File: src/rtl/space_invaders_pkg.sv
// Shared types and screen constants for the space invaders blocks.
// Consumed by enemy_laser and its optional LFSR (ENEMY_LASER_JITTER_EN).
package space_invaders_pkg;

    typedef enum logic [4:0] {
        EL_IDLE        = 5'b00001,
        EL_FALLING     = 5'b00010,
        EL_HIT         = 5'b00100,
        EL_WAIT_RESUME = 5'b01000,
        EL_COOLDOWN    = 5'b10000
    } enemy_laser_state_t;

    localparam logic [9:0] SCREEN_BOT   = 10'd480;
    localparam logic [9:0] LEFT_BORDER  = 10'd9;
    localparam logic [9:0] RIGHT_BORDER = 10'd630;

endpackage

File: src/rtl/enemy_laser_lfsr.sv
// 8-bit Galois LFSR (x^8+x^6+x^5+x^4+1) for cooldown jitter.
// Only compiled when ENEMY_LASER_JITTER_EN is defined.
`ifdef ENEMY_LASER_JITTER_EN
module enemy_laser_lfsr (
    input  logic       clk_i,
    input  logic       reset_n_i,
    input  logic       en_i,
    output logic [7:0] lfsr_o
);

    logic [7:0] lfsr_q;
    logic [7:0] lfsr_d;

    always_comb begin
        lfsr_d = lfsr_q;
        if (en_i) begin
            lfsr_d = {1'b0, lfsr_q[7:1]} ^ (lfsr_q[0] ? 8'hB8 : 8'h00);
        end
    end

    always_ff @(posedge clk_i or negedge reset_n_i) begin
        if (!reset_n_i) begin
            lfsr_q <= 8'h5A;
        end else begin
            lfsr_q <= lfsr_d;
        end
    end

    assign lfsr_o = lfsr_q;

endmodule
`endif

File: src/rtl/enemy_laser.sv
// Enemy projectile engine: spawn, fall, player contact, cooldown.
// Optional cooldown jitter under ENEMY_LASER_JITTER_EN.
module enemy_laser
    import space_invaders_pkg::*;
#(
    parameter logic [11:0] color_p      = 12'hF00,
    parameter logic [9:0]  speed_p      = 10'd4,
    parameter logic [9:0]  laser_h_p    = 10'd8,
    parameter logic [9:0]  player_top_p = 10'd440,
    parameter logic [9:0]  player_bot_p = 10'd460,
    parameter logic [9:0]  screen_bot_p = SCREEN_BOT,
    parameter logic [7:0]  cooldown_p   = 8'd30
) (
    input  logic       clk_i,
    input  logic       reset_n_i,
    input  logic       frame_tick_i,
    input  logic       fire_i,
    input  logic [9:0] fire_x_i,
    input  logic [9:0] fire_y_i,
    input  logic [9:0] player_left_i,
    input  logic [9:0] player_right_i,
    input  logic       player_alive_i,
    input  logic       freeze_i,
    input  logic       resume_i,
    output logic       fire_ack_o,
    output logic       hit_o,
    output logic       laser_active_o,
    output logic [9:0] laser_x_o,
    output logic [9:0] laser_y_o,
    output logic [3:0] laser_red_o,
    output logic [3:0] laser_green_o,
    output logic [3:0] laser_blue_o,
    output logic [4:0] pres_state_o
);

    enemy_laser_state_t state_q, state_d;
    logic [9:0]  x_q, x_d;
    logic [9:0]  y_q, y_d;
    logic [7:0]  cool_q, cool_d;
    logic        hit_q, hit_d;
    logic [7:0]  cool_load;
    logic [10:0] y_bot;
    logic [10:0] x_right;
    logic [10:0] y_sum;
    logic [9:0]  y_next;
    logic        contact;

`ifdef ENEMY_LASER_JITTER_EN
    logic [7:0] lfsr;

    enemy_laser_lfsr u_lfsr (
        .clk_i     (clk_i),
        .reset_n_i (reset_n_i),
        .en_i      (frame_tick_i),
        .lfsr_o    (lfsr)
    );

    assign cool_load = cooldown_p + {4'b0000, lfsr[3:0]};
`else
    assign cool_load = cooldown_p;
`endif

    // 11-bit arithmetic so edge tests and the fall step never wrap
    assign y_bot   = {1'b0, y_q} + {1'b0, laser_h_p};
    assign x_right = {1'b0, x_q} + 11'd1;
    assign y_sum   = {1'b0, y_q} + {1'b0, speed_p};
    assign y_next  = y_sum[10] ? 10'h3FF : y_sum[9:0];

    assign contact = (y_bot >= {1'b0, player_top_p})
                   && (y_q <= player_bot_p)
                   && (x_right >= {1'b0, player_left_i})
                   && (x_q <= player_right_i);

    always_comb begin
        state_d    = state_q;
        x_d        = x_q;
        y_d        = y_q;
        cool_d     = cool_q;
        fire_ack_o = 1'b0;
        case (state_q)
            EL_IDLE: begin
                if (fire_i && player_alive_i && !freeze_i) begin
                    fire_ack_o = 1'b1;
                    x_d        = fire_x_i;
                    y_d        = fire_y_i;
                    state_d    = EL_FALLING;
                end
            end
            EL_FALLING: begin
                if (!freeze_i) begin
                    if (contact) begin
                        state_d = EL_HIT;
                        x_d     = '0;
                        y_d     = '0;
                    end else if (y_q >= screen_bot_p) begin
                        state_d = EL_COOLDOWN;
                        cool_d  = cool_load;
                        x_d     = '0;
                        y_d     = '0;
                    end else if (frame_tick_i) begin
                        y_d = y_next;
                    end
                end
            end
            EL_HIT: begin
                // the pulse finishes even under freeze
                state_d = EL_WAIT_RESUME;
            end
            EL_WAIT_RESUME: begin
                if (!freeze_i && resume_i) begin
                    state_d = EL_COOLDOWN;
                    cool_d  = cool_load;
                end
            end
            EL_COOLDOWN: begin
                if (!freeze_i) begin
                    if (cool_q == 8'd0) begin
                        state_d = EL_IDLE;
                    end else if (frame_tick_i) begin
                        cool_d = cool_q - 8'd1;
                    end
                end
            end
            default: begin
                state_d = EL_IDLE;
                x_d     = '0;
                y_d     = '0;
                cool_d  = '0;
            end
        endcase
        if (!player_alive_i) begin
            state_d = EL_IDLE;
            x_d     = '0;
            y_d     = '0;
            cool_d  = '0;
        end
        hit_d = (state_d == EL_HIT);
    end

    always_ff @(posedge clk_i or negedge reset_n_i) begin
        if (!reset_n_i) begin
            state_q <= EL_IDLE;
            x_q     <= '0;
            y_q     <= '0;
            cool_q  <= '0;
            hit_q   <= 1'b0;
        end else begin
            state_q <= state_d;
            x_q     <= x_d;
            y_q     <= y_d;
            cool_q  <= cool_d;
            hit_q   <= hit_d;
        end
    end

    assign hit_o          = hit_q;
    assign laser_active_o = (state_q == EL_FALLING);
    assign laser_x_o      = laser_active_o ? x_q : 10'd0;
    assign laser_y_o      = laser_active_o ? y_q : 10'd0;
    assign laser_red_o    = color_p[11:8];
    assign laser_green_o  = color_p[7:4];
    assign laser_blue_o   = color_p[3:0];
    assign pres_state_o   = state_q;

endmodule

File: config.mk
export PLATFORM = sky130hd
export DESIGN_NAME = enemy_laser
export DESIGN_NICKNAME = d
export VERILOG_FILES = /design/src/rtl/space_invaders_pkg.sv /design/src/rtl/enemy_laser_lfsr.sv /design/src/rtl/enemy_laser.sv
export SDC_FILE = /design/constraint.sdc
export NUM_CORES = 1
export LEC_CHECK = 0
export CAP_MARGIN = 25
export CORE_UTILIZATION = 49
export DETAILED_ROUTE_END_ITERATION = 10
export MAX_ROUTING_LAYER = met4
export PLACE_DENSITY = 0.94
export SYNTH_ARGS = -nofsm -noshare
export SYNTH_HDL_FRONTEND = slang
export SYNTH_HIERARCHICAL = 1
export SYNTH_SLANG_ARGS = --single-unit
export TNS_END_PERCENT = 5
File: constraint.sdc
create_clock -name clk_i -period 3.17 [get_ports clk_i]
set_input_delay 0.4755 -clock clk_i [delete_from_list [all_inputs] [get_ports clk_i]]
set_output_delay 0.4755 -clock clk_i [all_outputs]
set_load 0.01 [all_outputs]
# --- Word level (Yosys, flattened, before mapping) ---
# Cells that the tools add are included.
totals:
  ff_bits: 34
  input_bits: 47
  output_inout_bits: 40
  elab_cells: 81
op_classes:
  addsub: 4
  n_lt_le_gt_ge: 5
  n_eq_ne: 18
  muxes: 36
  n_reduce_logical: 13
op_table:
  columns: ["operator", "count"]
  rows:
  - ["2-to-1 mux 10 bit", 14]
  - ["2-to-1 mux 8 bit", 8]
  - ["case mux 10 bit (3 select lines)", 2]
  - ["2-to-1 mux 5 bit", 8]
  - ["case mux 8 bit (4 select lines)", 1]
  - ["case mux 5 bit (5 select lines)", 1]
  - ["inequality test 3 bit (second input constant)", 7]
  - ["adder 10 x 1 -> 11 bit (second input constant)", 1]
  - ["adder 10 x 3 -> 11 bit (second input constant)", 1]
  - ["adder 10 x 4 -> 11 bit (second input constant)", 1]
  - ["greater-or-equal comparator 11 x 10 -> 1 bit", 1]
  - ["greater-or-equal comparator 11 x 9 -> 1 bit (second input constant)", 1]
  - ["equality test 5 x 3 -> 1 bit (second input constant)", 2]
  - ["greater-or-equal comparator 10 x 9 -> 1 bit (second input constant)", 1]
  - ["<= comparator 10 bit", 1]
  - ["<= comparator 10 x 9 -> 1 bit (second input constant)", 1]
  - ["zero test 8 bit", 1]
  - ["AND reduction 4 bit", 2]
  - ["AND reduction 8 bit", 1]
  - ["subtractor 8 x 1 -> 8 bit (second input constant)", 1]
  - ["logical AND 1 bit", 6]
  - ["equality test 5 x 1 -> 1 bit (second input constant)", 1]
  - ["equality test 5 x 2 -> 1 bit (second input constant)", 1]
  - ["equality test 5 x 4 -> 1 bit (second input constant)", 1]
  - ["9 further kinds", 11]

# --- Longest topological paths before layout ---
depth:
  word_depth: 10
  mapped_depth: 14

# --- Least setup slack after synthesis ---
# No wires, ideal clock.
synth_timing:
  path_type: "register -> register"
  start: "reg x_q[0]"
  end: "reg y_q[2]"
  t_arrival_ns: 2.554
  required_ns: 3.083
  setup_slack_ns: 0.529
  path_stages_with_launch: 15
  path_buffers: 1
  path_cell_list: "dfrtp_1 -> ha_1 -> and2_1 -> nand2_1 -> nor3_1 -> xnor2_1 -> ha_1 -> a21o_1 -> a21oi_1 -> a211o_1 -> o41ai_1 -> o211ai_1 -> clkbuf_1 -> o211ai_1 -> a22oi_1"
synth_between:
  elab_chain_cells: 8
  word_cells_on_any_way: 11
synth_lines:
  columns: ["item", "line", "source"]
  rows:
  - ["start, declared", "enemy_laser.sv:37", "logic [9:0] x_q, x_d;"]
  - ["start signal, assigned", "enemy_laser.sv:143", "x_q <= '0;"]
  - ["start signal, assigned", "enemy_laser.sv:149", "x_q <= x_d;"]
  - ["adder 10 x 1 -> 11 bit", "enemy_laser.sv:65", "assign x_right = {1'b0, x_q} + 11'd1;"]
  - ["greater-or-equal comparator 11 x 10 -> 1 bit", "enemy_laser.sv:71", "&& (x_right >= {1'b0, player_left_i})"]
  - ["logical AND 1 bit", "enemy_laser.sv:71", null]
  - ["logical AND 1 bit *", "enemy_laser.sv:72", "&& (x_q <= player_right_i);"]
  - ["2-to-1 mux 10 bit", "enemy_laser.sv:91", "if (contact) begin"]
  - ["2-to-1 mux 10 bit", "enemy_laser.sv:90", "if (!freeze_i) begin"]
  - ["case mux 10 bit (3 select lines)", "enemy_laser.sv:80", "case (state_q)"]
  - ["2-to-1 mux 10 bit", "enemy_laser.sv:131", "if (!player_alive_i) begin"]
  - ["end signal, assigned", "enemy_laser.sv:150", "y_q <= y_d;"]
  - ["end, declared", "enemy_laser.sv:38", "logic [9:0] y_q, y_d;"]
# Every way passes the cells marked *; elsewhere a longest branch is shown, timed or not. The select of a mux whose other input is x is not followed.
# A chain may end at the register's enable or synchronous reset.

# --- Worst setup path after layout ---
layout_timing:
  start: "reg state_q[0], in the netlist pres_state_o[0]"
  end: "out laser_y_o[9]"
layout_between:
  elab_chain_cells: 2
layout_lines:
  columns: ["item", "line", "source"]
  rows:
  - ["start, declared", "enemy_laser.sv:36", "enemy_laser_state_t state_q, state_d;"]
  - ["start signal, assigned", "enemy_laser.sv:148", "state_q <= state_d;"]
  - ["equality test 5 x 2 -> 1 bit", "enemy_laser.sv:157", "assign laser_active_o = (state_q == EL_FALLING);"]
  - ["2-to-1 mux 10 bit", "enemy_laser.sv:159", "assign laser_y_o = laser_active_o ? y_q : 10'd0;"]
  - ["end, declared", "enemy_laser.sv:29", "output logic [9:0] laser_y_o,"]
# Every way passes these cells.

==> metrics.md <==
| Metric | Value |
|---|---|
| Outcome | `completed` |
| Adder-cell area share of the yosys netlist | `between 10 and 15%` |
| CP Launch Point | `pres_state_o[0]` |
| Max Freq | `around 330 MHz` |
| Routability cong. | `about 0.93` |
| Final hold vios | `0` |
| Worst EP required | `between 2 and 3 ns` |
| Buf/Inv on CP | `3` |
| Slew headroom | `49.18%` |
| Max-Cap Viols | `0` |
| DIE HEIGHT | `~81 um` |
| CP Data Arrival Time | `2.57 ns` |
| Number of synthesized flops with an enable pin | `0` |
| I/O Pins | `87` |
| Design area | `around 3900 um^2` |
| Core Area | `approximately 6000 um^2` |
| Mux contribution to synthesized area | `5.201%` |
| Cells after Synth | `380` |
| Top post-synthesis cells by area | `dfrtp_1 (27%), ha_1 (11%), inv_1 (5.2%)` |
| Most frequent cell after synthesis | `inv_1` |
| Vias per cell | `between 5 and 6` |
| Latest clock arrival within the worst-skew pair | `0.29 ns` |
| Worst hold path class | `reg -> reg` |
| Count of final setup violators | `0` |
| Setup WS pre-CTS | `0.2311 ns` |
| Worst Tran Pin Value | `0.7544 ns` |
| Num rows | `28` |
| Final period util | `95.93%` |
| Mean Syn Cell Area | `8.103 um^2` |
| CTS Sinks | `34` |
| Longest Clk Path Bufs | `2` |
| Worst path max stage delay | `around 0.55 ns` |
| Post-DRT Antenna Nets | `0` |
| Routed length per instance | `approximately 16 um` |
| Port buffer count | `74` |
| Critical path fanouts, max | `22` |
| Worst R2R Path Depth | `13` |
| Ys async rst share | `100.0%` |
| Total gr overflow | `0` |
| Clock-pin slew on the worst setup and hold paths | `0.07 ns` |
| Number of global-route vias before repair | `3049` |
| Initial DRC count | `264` |
| Simple-gate share of the synthesized area | `19.42%` |
| Antenna violations before repair | `0` |
| Vias post-DR | `3042` |
| Number of synthesized register bits | `34` |
| H-tree Lvls | `2` |
| First-pass GRT wire length | `roughly 14000 um` |
| Initial Util | `51.40%` |
| R2R Path Start | `x_q[1]` |
| End of the critical path | `laser_y_o[9]` |
| Top cells by count, synth | `inv_1 (43), nor2_1 (39), dfrtp_1 (33)` |
| Synth top area share | `26.82%` |
| Synth Flop Type | `dfrtp_1` |
| Share of cells above drive strength 1 | `5.987%` |
| Detailed-route wire length | `8170 um` |
| R2r setup slk | `0.28 ns` |
| Area growth syn-to-layout | `27.22%` |
| DIE WIDTH | `81.27 um` |
| Crit-path slowest cell | `clkdlybuf4s50_1` |
| Largest net degree at the start of global routing | `35` |
| DRT Pass-1 Iters | `6` |
| Crit-path cells | `or3_4 -> or3b_1 -> buf_4 -> clkinv_8 -> and2_1 -> clkdlybuf4s50_1` |
| Top delay family on crit path | `simple AND/OR/NAND/NOR gates` |
| Pins Over Slew Limit | `0` |
| Maximum VDD drop | `0.2231 mV` |
| GRT Total Usage | `27.15%` |
| Synth warnings | `6` |
| DRC Markers | `0` |
| Num CTS Buffers | `5` |
| Fillers | `473` |
| Synth Area in Compound Gates | `19.99%` |
| Fin nets | `roughly 530` |
| CTS tree | `done` |
| Placed Area | `3815 um^2` |
| Crit end category | `primary output` |
| Synthesized area | `3079 um^2` |
| Antenna diodes | `0` |
| Capturing point of the worst reg2reg path | `y_q[5]` |
| Sequential share of the synthesized area | `between 20% and 30%` |
| Leak | `1.772 nW` |
| Root Buffer | `clkbuf_8` |
| Library cells used by synthesis | `56` |
| Area leader, netlist | `dfrtp_1` |
| DIE AREA | `6605 um^2` |
| Setup CP Type | `reg -> out` |
| Power density over the cells | `315.7 nW/um^2` |
| Largest family of logic cells by synthesized area | `compound AO/OA/AOI/OAI gates` |
| Skew final | `0.004177 ns` |
| DP HPWL | `6230 um` |
| Setup slack after layout | `~0.13 ns` |
| Min cycle time layout | `roughly 3 ns` |
| Startpoint types | `flip-flop` |
| Critical Path Stages | `6` |
| XOR/XNOR Fraction of Synth Area | `under 10%` |
per-stage QoR:
stage	hold WS (ns)	cells	power [mW]	utilization, %	TNS (ns)
3_3_place_gp	0.4677	517	0.8974	63.68	0
6_report	0.4970	526	1.237	65.39	0
3_5_place_dp	0.4751	517	0.9194	63.68	0
4_1_cts	0.4965	525	1.231	65.06	0
2_1_floorplan	0.1799	390	0.7825	-	0
5_1_grt	0.5312	526	1.316	65.39	-0.009678
power breakdown:
part / internal (mW) / leakage (nW) / switching (mW)
registers: 0.469 / 0.452 / 0.0626
clock network: 0.152 / 0.0450 / 0.163
logic: 0.188 / 1.28 / 0.202
timing repair:
item | in CTS | in global routing
hold endpoints to repair | 0 | 0
hold buffers | 0 | 0
setup endpoints to repair | 0 | 4
resized for setup | 0 | 3
setup buffers | 0 | 1
worst min-delay path by stage:
stage / slack [ns] / start / cells after the start / to
2_1_floorplan: 0.18 / reset_n_i / 0 / cool_q[0]
3_3_place_gp: 0.47 / cool_q[7] / 1 / cool_q[7]
3_5_place_dp: 0.48 / cool_q[6] / 1 / cool_q[6]
4_1_cts: 0.50 / cool_q[6] / 1 / cool_q[6]
5_1_grt: 0.53 / cool_q[7] / 1 / cool_q[7]
6_report: 0.50 / cool_q[7] / 1 / cool_q[7]
kinds of logic (layout without fill, tap and decap cells):
kind of cell | after synthesis | after routing
compound gates | 88 | 88
xor+xnor | 13 | 13
fa+ha+maj | 28 | 28
buf+inv | 75 | 136
flops | 34 | 34
mux | 16 | 16
other cells | 2 | 12
simple gates | 124 | 124
layer usage:
layer / share of wire, % / track usage, %
met3: 7.2 / 5.169
met1: 42 / 33.08
met2: 50 / 44.92
met4: 1.2 / 8.750
met5: 0 / -
state kept, by name, indices dropped and copies added (netlist names):
register and cells:
hit_o 1, y_q 10, pres_state_o 5, cool_q 8, x_q 10
cell type report:
cell class              instances  area (um^2)  share of cell area [%]
clock inverters                 2        10.01                  0.2555
inverters                      44        177.7                   4.535
repair buffers                 84        815.8                   20.82
clock buffers                   6        72.57                   1.852
flip-flops and latches         34        852.1                   21.75
well taps                      75        93.84                   2.395
multi-input cells             281         1896                   48.39
worst reg2reg max path, stage by stage, from the launching register on:
cell	delay (ns)
dfrtp_1	0.42
ha_2	0.22
and2_1	0.15
nand2_1	0.10
xnor2_1	0.15
ha_1	0.30
nand4_1	0.08
nor2_1	0.10
a211oi_1	0.09
o41ai_1	0.30
o211ai_1	0.17
buf_4	0.21
a31o_2	0.29
a22oi_1	0.21
layout by cell type (no fill, tap or decap), types with 2 or more instances in the layout:
master,instances
a211o_1,2
a211oi_1,9
a21o_1,4
a21oi_1,14
a221oi_1,3
a22o_1,3
a22oi_1,5
a31o_2,2
a31oi_1,3
a32o_1,2
a41oi_1,2
and2_1,2
and3_1,9
buf_4,10
clkbuf_8,5
clkdlybuf4s50_1,74
clkinv_2,2
conb_1,12
dfrtp_1,33
ha_1,27
inv_1,43
mux2i_1,16
nand2_1,29
nand2b_1,6
nand3_1,14
nand4_1,4
nor2_1,39
nor3_1,5
nor3_2,2
nor4_1,4
o211ai_1,6
o21a_1,2
o21ai_0,16
o21ai_1,2
o22ai_1,3
o41ai_1,2
or4_1,2
xnor2_1,12
Power figures use the tool's default switching activity.
==> variant 1: new RTL, same settings <==
Add a define of `ENEMY_LASER_JITTER_EN`.
--- a/src/rtl/enemy_laser_lfsr.sv
+++ b/src/rtl/enemy_laser_lfsr.sv
@@ -1,5 +1,7 @@
 // 8-bit Galois LFSR (x^8+x^6+x^5+x^4+1) for cooldown jitter.
 // Only compiled when ENEMY_LASER_JITTER_EN is defined.
+`define ENEMY_LASER_JITTER_EN
+
 `ifdef ENEMY_LASER_JITTER_EN
 module enemy_laser_lfsr (
     input  logic       clk_i,
Behaviour: no difference found for any inputs over 10 cycles, from zero or initial values and one cycle with reset_n_i low; that may be too few to reach the edited logic, so the function may still have changed.
==> variant 1 against the original RTL <==
Sequential cell count grew 8; setup slack gained 5.0 ps; area after synthesis grew 14%; fmax grew 0.17%; routed wire length grew 16%; first-iteration DRC count grew 11%; non-clock buffer count grew 3; total power grew 42%; cell area grew 14%; critical path depth grew 6; critical path type is now flop to flop; largest cell class unchanged.
==> variant 1: results (changes against the original RTL) <==
| Metric | Value |
|---|---|
| Syn avg cell area | `8.34 um2 (+2.9%)` |
| Wire per inst | `16.1 um (+3.8%)` |
| Number of global-route vias before repair | `3310 (+8.6%)` |
| Most instantiated cells after synthesis | `39 x inv_1, 37 x dfrtp_1, 30 x ha_1` |
| Critical-path cell with the highest stage delay | `dfrtp_1` |
| Gr usage total | `0.260 (-0.0118)` |
| Post-Route WL | `9.46 mm (+16%)` |
| M3 GR Usage | `0.0448 (-0.00692)` |
| GR Util met2 | `0.440 (-0.00905)` |
| Hold Slack | `307 ps (-190 ps)` |
| Met1 usage | `0.310 (-0.0213)` |
| CP Max Fanout | `7 (-68%)` |
| Outcome | `completed` |
| Gpl congestion | `0.900 (-2.8%)` |
| Worst Hold Class | `input port to async pin` |
| R2R depth | `12 (-1)` |
| Arrival time of the worst setup path | `3220 ps (+650 ps)` |
| Post-synth cell types | `63 (+13%)` |
| DRT Pass-1 Iters | `5 (-1)` |
| Worst-path clk slew | `90 ps (+20 ps)` |
| Fin nets | `567 (+8.0%)` |
| Worst-Margin Slew | `926 ps (+171 ps)` |
| Dpl ws | `28.3 ps (-203 ps)` |
| Synth area leaders | `dfrtp_1 26%, ha_1 11%, and3_1 4.3%` |
| Critical R2R Capture | `y_q[8]` |
| Sequential area share after synthesis | `0.302 (+0.0251)` |
[variant 1: cell count changes in the layout (fill, tap and decap cells not counted), sizes merged, moves of 4 or more]
cell,unedited run,this run
mux2i,16,5
dfstp,1,5
mux2,0,5
inv,43,39
and3,9,24
a211oi,10,6
o21ai,18,44
dfrtp,33,37
buf,10,14
a21oi,14,18
nor2,39,28
[variant 1: area by class of cell]
type | instances | area, um2
Fill cell | 543 | 2370
Multi-Input combinational cell | 315 | 2170
Sequential cell | 42 | 1060
Timing Repair Buffer | 87 | 846
Inverter | 39 | 146
Tap cell | 96 | 120
Clock buffer | 5 | 68.8
Clock inverter | 3 | 45.0
[variant 1: power groups by stage]
stage | Sequential, W | Combinational, W | Clock [W]
2_1_floorplan | 0.000723 | 0.000389 | 0
3_3_place_gp | 0.000752 | 0.000504 | 0
3_5_place_dp | 0.000760 | 0.000534 | 0
4_1_cts | 0.000750 | 0.000537 | 0.000435
5_1_grt | 0.000772 | 0.000623 | 0.000467
6_report | 0.000757 | 0.000561 | 0.000432
[variant 1: worst max-delay path by stage]
stage / from / end / slack, ps / depth (start not counted)
6_report: x_q[2] / y_q[8] / 130 / 12
5_1_grt: x_q[2] / x_q[7] / -80 / 13
4_1_cts: x_q[0] / y_q[8] / 60 / 13
3_5_place_dp: player_right_i[9] / y_q[8] / 30 / 10
3_3_place_gp: player_right_i[9] / y_q[8] / 100 / 10
2_1_floorplan: x_q[0] / x_q[1] / 420 / 15
[variant 1: worst reg2reg max path, stage by stage (launching register included)]
cell	delay [ps]
dfrtp_1	540
nand4_1	140
nor2_1	210
nand2_1	100
xnor2_1	140
ha_1	350
nand3_2	120
nor2_2	150
nand4_1	120
a32oi_2	320
a31oi_4	180
or2_4	340
o22a_1	220
[variant 1: cells by family (layout without fill, tap and decap cells)]
family	after synthesis	after routing	share of synthesized area
flip-flops	42	42	0.302
other	2	12	0.00214
adder cells (fa/ha/maj)	30	30	0.107
AO/OA/AOI/OAI	113	113	0.215
AND/OR/NAND/NOR	134	135	0.200
XOR/XNOR	15	15	0.0375
multiplexers	10	10	0.0304
buffers and inverters	74	134	0.106
[variant 1: metal layers]
layer  routed length [um]  share of wire
met4                  267          0.028
met3                  748          0.079
met1                 3770           0.40
met5                    0              0
met2                 4680           0.49
[variant 1: repair_timing]
| item | 4_1_cts | 5_1_grt |
|---|---|---|
| gates resized for setup | 0 | 11 |
| setup buffers | 0 | 3 |
| endpoints found under the setup margin | 0 | 20 |
[variant 1: metrics by stage]
step	utilization	cell area, um2
after floorplan	-	3540
after global placement	0.622	4250
after detailed placement	0.622	4250
after CTS	0.638	4360
after global routing	0.653	4460
final	0.653	4460
==> variant 2: new RTL, config.mk and constraints unchanged <==
Without the edit above. Take the reset off `x_q` and `y_q` and load them in a clocked block of their own.
--- a/src/rtl/enemy_laser.sv
+++ b/src/rtl/enemy_laser.sv
@@ -140,17 +140,18 @@
     always_ff @(posedge clk_i or negedge reset_n_i) begin
         if (!reset_n_i) begin
             state_q <= EL_IDLE;
-            x_q     <= '0;
-            y_q     <= '0;
             cool_q  <= '0;
             hit_q   <= 1'b0;
         end else begin
             state_q <= state_d;
-            x_q     <= x_d;
-            y_q     <= y_d;
             cool_q  <= cool_d;
             hit_q   <= hit_d;
         end
+    end
+
+    always_ff @(posedge clk_i) begin
+        x_q <= x_d;
+        y_q <= y_d;
     end
 
     assign hit_o          = hit_q;
Behaviour: same outputs for any inputs over 10 cycles, from zero or initial values and one cycle with reset_n_i low; that may be too few to reach the edited logic, so the function may still have changed.
==> variant 2 against the original RTL <==
Setup slack better by 180 ps; die area down 0.52%; critical path depth is 1 lower; count of clock-buffer cells in the layout unchanged; sequential share of layout area is 2.8 points lower; sequential cell count stayed put; clock skew up 3.3 ps; synthesized cell count rose by 2.6%; total power fell by 2.8%; area after synthesis decreased by 0.53%; cell area grew 1.3%; routed wire length decreased by 5.2%; critical path type unchanged; critical endpoint unchanged; highest routed layer unchanged.
==> variant 2: results (changes against the original RTL) <==
| Metric | Value |
|---|---|
| Min-Delay Endpoint | `y_q[0]` |
| Clk Latency, worst-skew pair | `roughly 280 ps` |
| Syn. warnings | `6 (unchanged)` |
| Gr usage total | `0.252 (-0.0194)` |
| Post-Synth Adder-Cell Area | `0.114 (+0.000604)` |
| Final Non-Filler Cells | `541 (+2.9%)` |
| Slew headroom | `0.583 (+0.0908)` |
| Post-synth cell types | `67 (+20%)` |
| Layout cells sized above 1 | `0.0773 (+0.0174)` |
| Largest regs | `x_q (10), y_q (10), cool_q (8)` |
| Max Clock Skew | `7.49 ps (+3.31 ps)` |
| Main flop type after synthesis | `dfxtp_1` |
| DRT Pass-1 Iters | `4 (-2)` |
| CP Max Fanout | `21 (-4.5%)` |
| DR vias | `3031 (-0.36%)` |
| Mux contribution to synthesized area | `0.0462 (-0.00585)` |
| # diodes | `0 (unchanged)` |
| Leak pwr | `1.85 nW (+4.4%)` |
| Worst vdd ir | `185 uV (-17%)` |
| Largest net degree at the start of global routing | `23 (-34%)` |
| Number of global-route vias before repair | `2785 (-8.7%)` |
| Critical R2R Capture | `y_q[5]` |
| Routed Antenna Nets | `0 (unchanged)` |
| Syn avg cell area | `7.85 um2 (-3.1%)` |
| Post-synthesis xor/xnor area fraction | `0.0286 (-0.00838)` |
| Gpl congestion | `0.946 (+2.2%)` |
| Outcome | `completed` |
| Hpwl dp | `5.97 mm (-4.1%)` |
| Placed instance count | `532 (+2.9%)` |
| Post-CTS setup repair buffer count | `0 (unchanged)` |
| Synth Area in Compound Gates | `0.216 (+0.0158)` |
| Flop-to-flop setup slack | `380 ps (+100 ps)` |
| Clk buf depth | `2 (unchanged)` |
| Wire per inst | `14.3 um (-7.8%)` |
| First-pass GRT wire length | `12.6 mm (-7.3%)` |
| RR Startpoint | `x_q[4]` |
| Critical-path cell with the highest stage delay | `clkdlybuf4s50_1` |
| Synth area leaders | `dfxtp_1 13%, ha_1 11%, dfrtp_1 11%` |
| Arrival time of the worst setup path | `2390 ps (-180 ps)` |
| DRT iter0 DRCs | `186 (-30%)` |
| Min-delay src | `y_q[0]` |
| Post-synth ARST share | `0.412 (-0.588)` |
| Hold depth | `2 (+1)` |
| Num CTS Buffers | `5 (unchanged)` |
| PostCTS Resize Cnt | `0 (unchanged)` |
| Most instantiated cells after synthesis | `54 x nand2_1, 30 x inv_1, 28 x ha_1` |
| Sw Pwr | `0.000394 W (-7.8%)` |
| Sequential area share after synthesis | `0.246 (-0.0312)` |
| Fillers | `482 (+1.9%)` |
| R2R depth | `12 (-1)` |
==> variant 2: cell types whose count changed in the layout (fill, tap and decap cells not counted), sizes merged, moves of 5 or more <==
cell,before,now
o211ai,6,1
o21ai,18,23
xnor2,12,5
nor2,39,19
dfxtp,0,20
and2,2,21
dfrtp,33,13
nand2,29,54
inv,43,33
buf,10,16
==> variant 2: critical path, delay by kind of cell, from the launching register on <==
kind / cells / cell delay (ps)
simple gates: 3 / 830
flops: 1 / 470
buf+inv: 2 / 800
==> variant 2: layer usage <==
layer	vias to the layer above	track usage	share of wire
met5	-	-	0
met2	134	0.437	0.49
met1	1385	0.311	0.44
li1	1506	-	-
met3	6	0.0337	0.064
met4	0	0.0536	0.0081
==> variant 2: per-stage QoR <==
stage          cell area [um2]  hold WS [ps]  total power (W)  utilization  setup WS (ps)
2_1_floorplan             3100           180         0.000756            -            503
3_3_place_gp              3880           468         0.000881        0.647            368
3_5_place_dp              3880           481         0.000894        0.647            263
4_1_cts                   3960           497          0.00121        0.661            318
5_1_grt                   3970           523          0.00128        0.662            172
6_report                  3970           498          0.00120        0.662            304
==> variant 2: how the worst max path moves through the flow <==
stage / startpoint / to / slack, ps / cells past startpoint
2_1_floorplan: x_q[0] / x_q[2] / 500 / 12
3_3_place_gp: freeze_i / cool_q[7] / 370 / 7
3_5_place_dp: player_right_i[7] / y_q[5] / 260 / 11
4_1_cts: pres_state_o[4] / laser_y_o[9] / 320 / 5
5_1_grt: x_q[4] / y_q[4] / 170 / 12
6_report: pres_state_o[4] / laser_y_o[9] / 300 / 5
==> variant 2: logic make-up (layout without fill, tap and decap cells) <==
logic type,count (synthesis),count (layout)
and+or+nand+nor,146,146
AOI/OAI and AO/OA,90,90
buffers and inverters,66,132
DFF,34,34
adders and majority gates,28,28
muxes,14,14
xor gates and xnor gates,10,10
other,2,12
==> variant 2: layout make-up <==
type,instances,share of cell area
Clock inverter,2,0.00252
Tap cell,75,0.0237
Sequential cell,34,0.190
Timing Repair Buffer,91,0.222
Inverter,33,0.0312
Clock buffer,6,0.0183
Multi-Input combinational cell,300,0.513
==> variant 2: power by group through the flow <==
stage,clock network (W),registers [W],logic (W)
2_1_floorplan,0,0.000505,0.000252
3_3_place_gp,0,0.000521,0.000360
3_5_place_dp,0,0.000523,0.000371
4_1_cts,0.000320,0.000514,0.000373
5_1_grt,0.000342,0.000521,0.000419
6_report,0.000312,0.000515,0.000374
